**src/rtl/bitserial_pkg.sv**
```systemverilog
// Shared opcodes, control encodings, FSM states and decode helpers for the
// bit-serial PE array sequencer.
package bitserial_pkg;

  localparam logic [5:0] OP_ADD    = 6'd0;
  localparam logic [5:0] OP_SUB    = 6'd1;
  localparam logic [5:0] OP_MOVE_E = 6'd5;
  localparam logic [5:0] OP_MOVE_W = 6'd6;
  localparam logic [5:0] OP_MOVE_S = 6'd7;
  localparam logic [5:0] OP_MOVE_N = 6'd8;
  localparam logic [5:0] OP_ADDR   = 6'd9;
  localparam logic [5:0] OP_SUBR   = 6'd10;

  localparam logic [3:0] ALU_MOVE = 4'hF;

  localparam logic [1:0] MODE_IDLE   = 2'd0;
  localparam logic [1:0] MODE_STREAM = 2'd1;
  localparam logic [1:0] MODE_LATCH  = 2'd2;

  // One-hot {N,S,W,E}; bit positions line up with LATCH_MASK.
  localparam logic [3:0] DIR_NONE = 4'b0000;
  localparam logic [3:0] DIR_E    = 4'b0001;
  localparam logic [3:0] DIR_W    = 4'b0010;
  localparam logic [3:0] DIR_S    = 4'b0100;
  localparam logic [3:0] DIR_N    = 4'b1000;

  typedef enum logic [2:0] {IDLE, RD, WB, LATCH, DONE} state_t;

  // Upper instruction fields; bits [10:0] carry nothing the sequencer uses.
  typedef struct packed {
    logic [5:0] opcode;
    logic [4:0] rd;
    logic [4:0] rs1;
    logic [4:0] rs2;
  } instr_hdr_t;

  function automatic logic is_arith_op(input logic [5:0] op);
    return (op == OP_ADD) || (op == OP_SUB) || (op == OP_ADDR) || (op == OP_SUBR);
  endfunction

  function automatic logic is_move_op(input logic [5:0] op);
    return (op == OP_MOVE_E) || (op == OP_MOVE_W) || (op == OP_MOVE_S) || (op == OP_MOVE_N);
  endfunction

  function automatic logic is_msb_op(input logic [5:0] op);
    return (op == OP_ADDR) || (op == OP_SUBR);
  endfunction

  function automatic logic [3:0] move_dir_of(input logic [5:0] op);
    logic [3:0] d;
    case (op)
      OP_MOVE_E: d = DIR_E;
      OP_MOVE_W: d = DIR_W;
      OP_MOVE_S: d = DIR_S;
      OP_MOVE_N: d = DIR_N;
      default:   d = DIR_NONE;
    endcase
    return d;
  endfunction

  function automatic int reg_base(input logic [4:0] idx, input int wlen);
    return int'(idx) * wlen;
  endfunction

endpackage

```
**src/rtl/bitserial_addr_gen.sv**
```systemverilog
// Register-base pointer generator: walks bit offsets up or down with stride 1 (ALU)
// or 2 (moves); pointers are combinational from registered state, advanced by step.
module bitserial_addr_gen
  import bitserial_pkg::*;
#(
  parameter int WORD_LEN = 32,
  parameter int ADDR_W   = 10
) (
  input  logic              clk,
  input  logic              reset,
  input  logic              load,
  input  logic              step,
  input  logic [4:0]        rd_idx,
  input  logic [4:0]        rs1_idx,
  input  logic [4:0]        rs2_idx,
  input  logic              msb_first,
  input  logic              pair_mode,
  output logic [ADDR_W-1:0] rd_addr_a,
  output logic [ADDR_W-1:0] rd_addr_b,
  output logic [ADDR_W-1:0] wb_addr_a,
  output logic [ADDR_W-1:0] wb_addr_b,
  output logic              last
);

  localparam int OFF_W = 7;
  localparam logic [OFF_W-1:0] ONE       = OFF_W'(1);
  localparam logic [OFF_W-1:0] TWO       = OFF_W'(2);
  localparam logic [OFF_W-1:0] TOP_BIT   = OFF_W'(WORD_LEN - 1);
  localparam logic [OFF_W-1:0] LAST_PAIR = OFF_W'(WORD_LEN / 2 - 1);

  logic [ADDR_W-1:0] rd_base, rs1_base, rs2_base;
  logic [OFF_W-1:0]  off, cnt;
  logic              down, pair;
  logic [ADDR_W-1:0] off_ext;

  assign off_ext = ADDR_W'(off);

  always_ff @(posedge clk) begin
    if (!reset) begin
      rd_base  <= '0;
      rs1_base <= '0;
      rs2_base <= '0;
      off      <= '0;
      cnt      <= '0;
      down     <= 1'b0;
      pair     <= 1'b0;
    end else if (load) begin
      rd_base  <= ADDR_W'(reg_base(rd_idx, WORD_LEN));
      rs1_base <= ADDR_W'(reg_base(rs1_idx, WORD_LEN));
      rs2_base <= ADDR_W'(reg_base(rs2_idx, WORD_LEN));
      off      <= msb_first ? TOP_BIT : '0;
      cnt      <= '0;
      down     <= msb_first;
      pair     <= pair_mode;
    end else if (step) begin
      off <= down ? (off - ONE) : (off + (pair ? TWO : ONE));
      cnt <= cnt + ONE;
    end
  end

  // Moves read/write a bit pair from one register; ALU ops read rs1/rs2 side by side.
  assign rd_addr_a = rs1_base + off_ext;
  assign rd_addr_b = pair ? (rs1_base + off_ext + ADDR_W'(1)) : (rs2_base + off_ext);
  assign wb_addr_a = rd_base + off_ext;
  assign wb_addr_b = rd_base + off_ext + ADDR_W'(1);
  assign last      = (cnt == (pair ? LAST_PAIR : TOP_BIT));

endmodule

```
**src/rtl/bitserial_pe_sequencer.sv**
```systemverilog
// Bit-serial PE array sequencer: one instruction per handshake, 2 cycles per bit (ALU)
// or per bit pair (moves) plus optional latch and a done pulse; ready only when idle.
module bitserial_pe_sequencer
  import bitserial_pkg::*;
#(
  parameter int         WORD_LEN   = 32,
  parameter int         NUM_REGS   = 32,
  parameter int         ADDR_W     = 10,
  parameter logic [3:0] LATCH_MASK = 4'b1011
) (
  input  logic              clk,
  input  logic              reset,
  input  logic              instr_valid,
  output logic              instr_ready,
  input  logic [31:0]       instr,
  output logic [3:0]        alu_op,
  output logic              wea,
  output logic              web,
  output logic [ADDR_W-1:0] addra,
  output logic [ADDR_W-1:0] addrb,
  output logic [3:0]        move_dir,
  output logic [1:0]        move_mode,
  output logic [4:0]        num_shift,
  output logic              busy,
  output logic              done,
  output logic              err
);

  localparam int AW1 = ADDR_W + 1;

  state_t     state;
  instr_hdr_t instr_in, instr_q;
  logic       accept;
  logic       unused_instr_low;

  assign instr_in         = instr_hdr_t'(instr[31:11]);
  assign unused_instr_low = ^instr[10:0];
  assign instr_ready      = (state == IDLE) && reset;
  assign accept           = instr_valid && instr_ready;

  // Base is formed one bit wider than the BRAM address so overflow is visible.
  function automatic logic reg_ok(input logic [4:0] idx);
    logic [AW1-1:0] base;
    base = AW1'(reg_base(idx, WORD_LEN));
    return (int'(idx) < NUM_REGS) && (base <= AW1'((2 ** ADDR_W) - 1));
  endfunction

  logic       is_move, legal, latch_en;
  logic [3:0] dir;

  always_comb begin
    is_move  = is_move_op(instr_q.opcode);
    dir      = move_dir_of(instr_q.opcode);
    latch_en = |(dir & LATCH_MASK);
    legal    = 1'b0;
    if (is_arith_op(instr_q.opcode))
      legal = reg_ok(instr_q.rd) && reg_ok(instr_q.rs1) && reg_ok(instr_q.rs2);
    else if (is_move)
      legal = reg_ok(instr_q.rd) && reg_ok(instr_q.rs1);
  end

  logic [ADDR_W-1:0] gen_rd_a, gen_rd_b, gen_wb_a, gen_wb_b;
  logic              gen_last;

  bitserial_addr_gen #(
    .WORD_LEN (WORD_LEN),
    .ADDR_W   (ADDR_W)
  ) u_addr_gen (
    .clk       (clk),
    .reset     (reset),
    .load      (accept),
    .step      (state == WB),
    .rd_idx    (instr_in.rd),
    .rs1_idx   (instr_in.rs1),
    .rs2_idx   (instr_in.rs2),
    .msb_first (is_msb_op(instr_in.opcode)),
    .pair_mode (is_move_op(instr_in.opcode)),
    .rd_addr_a (gen_rd_a),
    .rd_addr_b (gen_rd_b),
    .wb_addr_a (gen_wb_a),
    .wb_addr_b (gen_wb_b),
    .last      (gen_last)
  );

  // State names the phase the outputs will show after the next edge.
  always_ff @(posedge clk) begin
    if (!reset) begin
      state     <= IDLE;
      instr_q   <= '0;
      alu_op    <= '0;
      wea       <= 1'b0;
      web       <= 1'b0;
      addra     <= '0;
      addrb     <= '0;
      move_dir  <= DIR_NONE;
      move_mode <= MODE_IDLE;
      num_shift <= '0;
      busy      <= 1'b0;
      done      <= 1'b0;
      err       <= 1'b0;
    end else begin
      case (state)
        IDLE: begin
          if (accept) begin
            instr_q <= instr_in;
            state   <= RD;
          end
        end
        RD: begin
          busy <= 1'b1;
          if (!legal) begin
            done  <= 1'b1;
            err   <= 1'b1;
            state <= DONE;
          end else begin
            addra     <= gen_rd_a;
            addrb     <= gen_rd_b;
            wea       <= 1'b0;
            web       <= 1'b0;
            alu_op    <= is_move ? ALU_MOVE : instr_q.opcode[3:0];
            move_dir  <= dir;
            move_mode <= is_move ? MODE_STREAM : MODE_IDLE;
            num_shift <= is_move ? instr_q.rs2 : '0;
            state     <= WB;
          end
        end
        WB: begin
          addra <= gen_wb_a;
          wea   <= 1'b1;
          if (is_move) begin
            addrb <= gen_wb_b;
            web   <= 1'b1;
          end
          if (!gen_last)
            state <= RD;
          else if (is_move && latch_en)
            state <= LATCH;
          else
            state <= DONE;
        end
        LATCH: begin
          wea       <= 1'b0;
          web       <= 1'b0;
          move_mode <= MODE_LATCH;
          state     <= DONE;
        end
        DONE: begin
          if (done) begin
            done      <= 1'b0;
            err       <= 1'b0;
            busy      <= 1'b0;
            alu_op    <= '0;
            num_shift <= '0;
            state     <= IDLE;
          end else begin
            done      <= 1'b1;
            wea       <= 1'b0;
            web       <= 1'b0;
            move_dir  <= DIR_NONE;
            move_mode <= MODE_IDLE;
          end
        end
        default: state <= IDLE;
      endcase
    end
  end

endmodule

```
**config.mk**
```make
export PLATFORM = sky130hd
export DESIGN_NAME = bitserial_pe_sequencer
export DESIGN_NICKNAME = d
export VERILOG_FILES = /design/src/rtl/bitserial_pkg.sv /design/src/rtl/bitserial_addr_gen.sv /design/src/rtl/bitserial_pe_sequencer.sv
export SDC_FILE = /design/constraint.sdc
export NUM_CORES = 1
export LEC_CHECK = 0
export BUFFER_PORTS_ARGS = -buffer_cell sky130_fd_sc_hd__buf_2
export CAP_MARGIN = 20
export CORE_MARGIN = 1.5
export CORE_UTILIZATION = 45
export CTS_BUF_LIST = sky130_fd_sc_hd__clkbuf_8
export DETAILED_ROUTE_END_ITERATION = 10
export PLACE_DENSITY = 0.73
export SYNTH_ARGS = -nofsm -noshare
export SYNTH_HDL_FRONTEND = slang
export SYNTH_SLANG_ARGS = --single-unit
```
**constraint.sdc**
```tcl
create_clock -name clk -period 4.8 [get_ports clk]
set_input_delay 0.48 -clock clk [delete_from_list [all_inputs] [get_ports clk]]
set_output_delay 0.48 -clock clk [all_outputs]
set_load 0.02 [all_outputs]
```
==> flow_summary.toml <==
[clocking]
clock-sinks = 85
cts_buffer_depth = 2
path_clk_slew_ps = 90
numCtsBuffers = 9
clockRootBuffer = "clkbuf_8"
post_cts_buffers = 0
hold_buffers = 0
cts_tree = "done"
h-tree-depth = 3
cts-resized-gates = 0
clock_latency_ps = 360

[cells_and_area]
final_cell_mix = "nand2_1, dfxtp_1, buf_2"
layout_commonest_cell = "nand2_1"
nets = 617
drive_gt1_frac = 0.1740
final_util = 0.5199
design_area_sq_mm = 0.004781
antenna_cells = 0
fill_cells = 868
area_growth_syn_to_layout_pct = 12.81

[grt]
grt_max_degree = 37
track_usage = 0.2055
grt_pass1_vias = 3453
grt-ovfl-total = 0
antenna_found_initial = 0
grt_pass1_wl_um = 16430

[detailed_routing]
dr.pass1.iters = 5
drc = 0
routed_via_density = 5.563
wl_um = 10020
vias = 3783
wire_per_inst_um = 14.74
drtIter0Drc = 219
postRouteAntennaNets = 0

[sta]
final_hold_viol_count = 0
final-setup-viol-count = 0
fin_crit_sh = 0.5750
holdWs_ps = 324.5
max_freq_mhz = 362.3
fin_skew_ps = 12.49
worst_pin_slew_ps = 1055
rsz0062_at_grt = "false"
fin_setup_tns_ps = 0
finalMaxSlewViolations = 0
relSlewSlack = 0.2948
period_needed_ps = 2760

[worst_setup_path]
max_stage_delay_ps = 810
crit_fanout = 30
critical_path.top_delay_family = "compound AO/OA/AOI/OAI gates"
crit_chain = "nand2_1 > o21ai_4 > nand2_2 > o32ai_2"
critPathBufInv = 0
critPathLaunchType = "flop"
critPathRequiredTime_ps = 5060
criticalPathCategory = "reg2reg"
crit_path_end_kind = "flop"
worst_ep_arrival_time_ps = 3020
crit_slowest_cell = "nand2_1"

[worst_hold_path]
hold_class = "in2reg"

[die]
core_sq_mm = 0.009196
ioPinCount = 76
die_area_sq_mm = 0.01001
num_rows = 35
initial_core_util = 0.4608
die_width_um = 100.0
die_h_um = 100.0

[synthesis]
synthTopCellsByArea = "dfxtp_1, nand2_1, o21ai_0, xnor2_1, ha_1"
syn_area_per_cell_sq_um = 8.245
synth-seq-area-share = 0.4015
synth_nets = 567
ys_ff_latch = 85
yosysTopAreaCell = "dfxtp_1"
yosysWarningCount = 0
synth_cell_types = 50
syn_area_sq_mm = 0.004238
synth_top_area_share = 0.4015
synth_cells = 514

[placed_design]
portBuffers = 64
gp_congestion = 0.8772
place_area_sq_mm = 0.004578
place_hpwl_um = 7287

[power_and_ir_drop]
vdd_drop_max_uv = 163.8
p_leak_nw = 1.902
p_per_area_mw_per_mm2 = 328.5

[flow_run]
drv_cap = 0

[status]
status = "completed"
## path summary, 6_finish.rpt
check,start,endpoint,slack [ps],cells after the start
worst min register to register,instr_q[1]$_SDFFE_PN0P_,instr_q[1]$_SDFFE_PN0P_,460,2
worst min-delay path,instr[20],u_addr_gen.rs1_base[9]$_SDFFE_PN0P_,320,3
worst max-delay path,state[1]$_SDFFE_PN0P_,addrb[9]$_SDFFE_PN0P_,2040,4
worst max register to register,state[1]$_SDFFE_PN0P_,addrb[9]$_SDFFE_PN0P_,2040,4
## metal layers
| layer | global-route usage | wire length (um) |
|---|---|---|
| met1 | 0.2977 | 4814 |
| met2 | 0.3119 | 4431 |
| met3 | 0.02994 | 648 |
| met4 | 0.07367 | 128 |
| met5 | 0 | 0 |
## through the flow
step / cells / power (mW) / setup WS (ps)
CTS: 680 / 1.579 / 2107
global route: 680 / 1.643 / 1812
detailed placement: 664 / 1.078 / 2096
global placement: 664 / 1.068 / 2141
finish: 680 / 1.571 / 2040
floorplan: 514 / 1.004 / 2487
## Yosys cell counts (all sizes together)
library cell / instances
a211oi: 5
a21o: 7
a21oi: 33
a22o: 8
a22oi: 1
a311oi: 3
a31oi: 5
and2: 1
and3: 1
buf: 13
clkbuf: 15
dfxtp: 85
fa: 4
ha: 14
inv: 12
mux2i: 5
nand2: 92
nand2b: 10
nand3: 29
nand4: 6
nor2: 48
nor2b: 4
nor3: 6
nor3b: 1
nor4: 3
o211ai: 6
o21a: 1
o21ai: 45
o221a: 1
o22ai: 2
o31ai: 6
o32a: 2
o32ai: 1
o41ai: 1
or3: 5
xnor2: 22
xor2: 11
## cells by family after synthesis
logic type / count (synthesis) / share of synthesized area
simple gates: 206 / 0.2185
compound gates: 127 / 0.1943
flops: 85 / 0.4015
buf+inv: 40 / 0.04546
xor+xnor: 33 / 0.06820
fa+ha+maj: 18 / 0.06023
mux: 5 / 0.01181
## report_power, final
part           switching [mW]  internal [mW]
clock network           0.267          0.239
registers              0.0451          0.750
logic                   0.171         0.0993
## worst register-to-register path: stages, from the launching register on
cell and delay (ps):
dfxtp_1 740, nand2_1 810, o21ai_4 720, nand2_2 140, o32ai_2 270
## state kept, by name, summed over array words and instances (netlist names)
| name | flops |
|---|---|
| addra | 10 |
| addrb | 10 |
| alu_op | 4 |
| busy | 1 |
| done | 1 |
| err | 1 |
| instr_q | 11 |
| move_dir | 4 |
| move_mode | 2 |
| num_shift | 5 |
| state | 3 |
| u_addr_gen.cnt | 7 |
| u_addr_gen.down | 1 |
| u_addr_gen.off | 7 |
| u_addr_gen.pair | 1 |
| u_addr_gen.rd_base | 5 |
| u_addr_gen.rs1_base | 5 |
| u_addr_gen.rs2_base | 5 |
| wea | 1 |
| web | 1 |
## final cells by class
type	count	area, sq um	area share
Multi-Input combinational cell	389	2350	0.4915
Sequential cell	85	1702	0.3559
Timing Repair Buffer	67	342.8	0.07171
Clock buffer	12	165.2	0.03455
Tap cell	111	138.9	0.02905
Inverter	12	45.04	0.009422
Clock inverter	4	37.54	0.007851
Note: power is estimated with default switching activity, not from simulation.
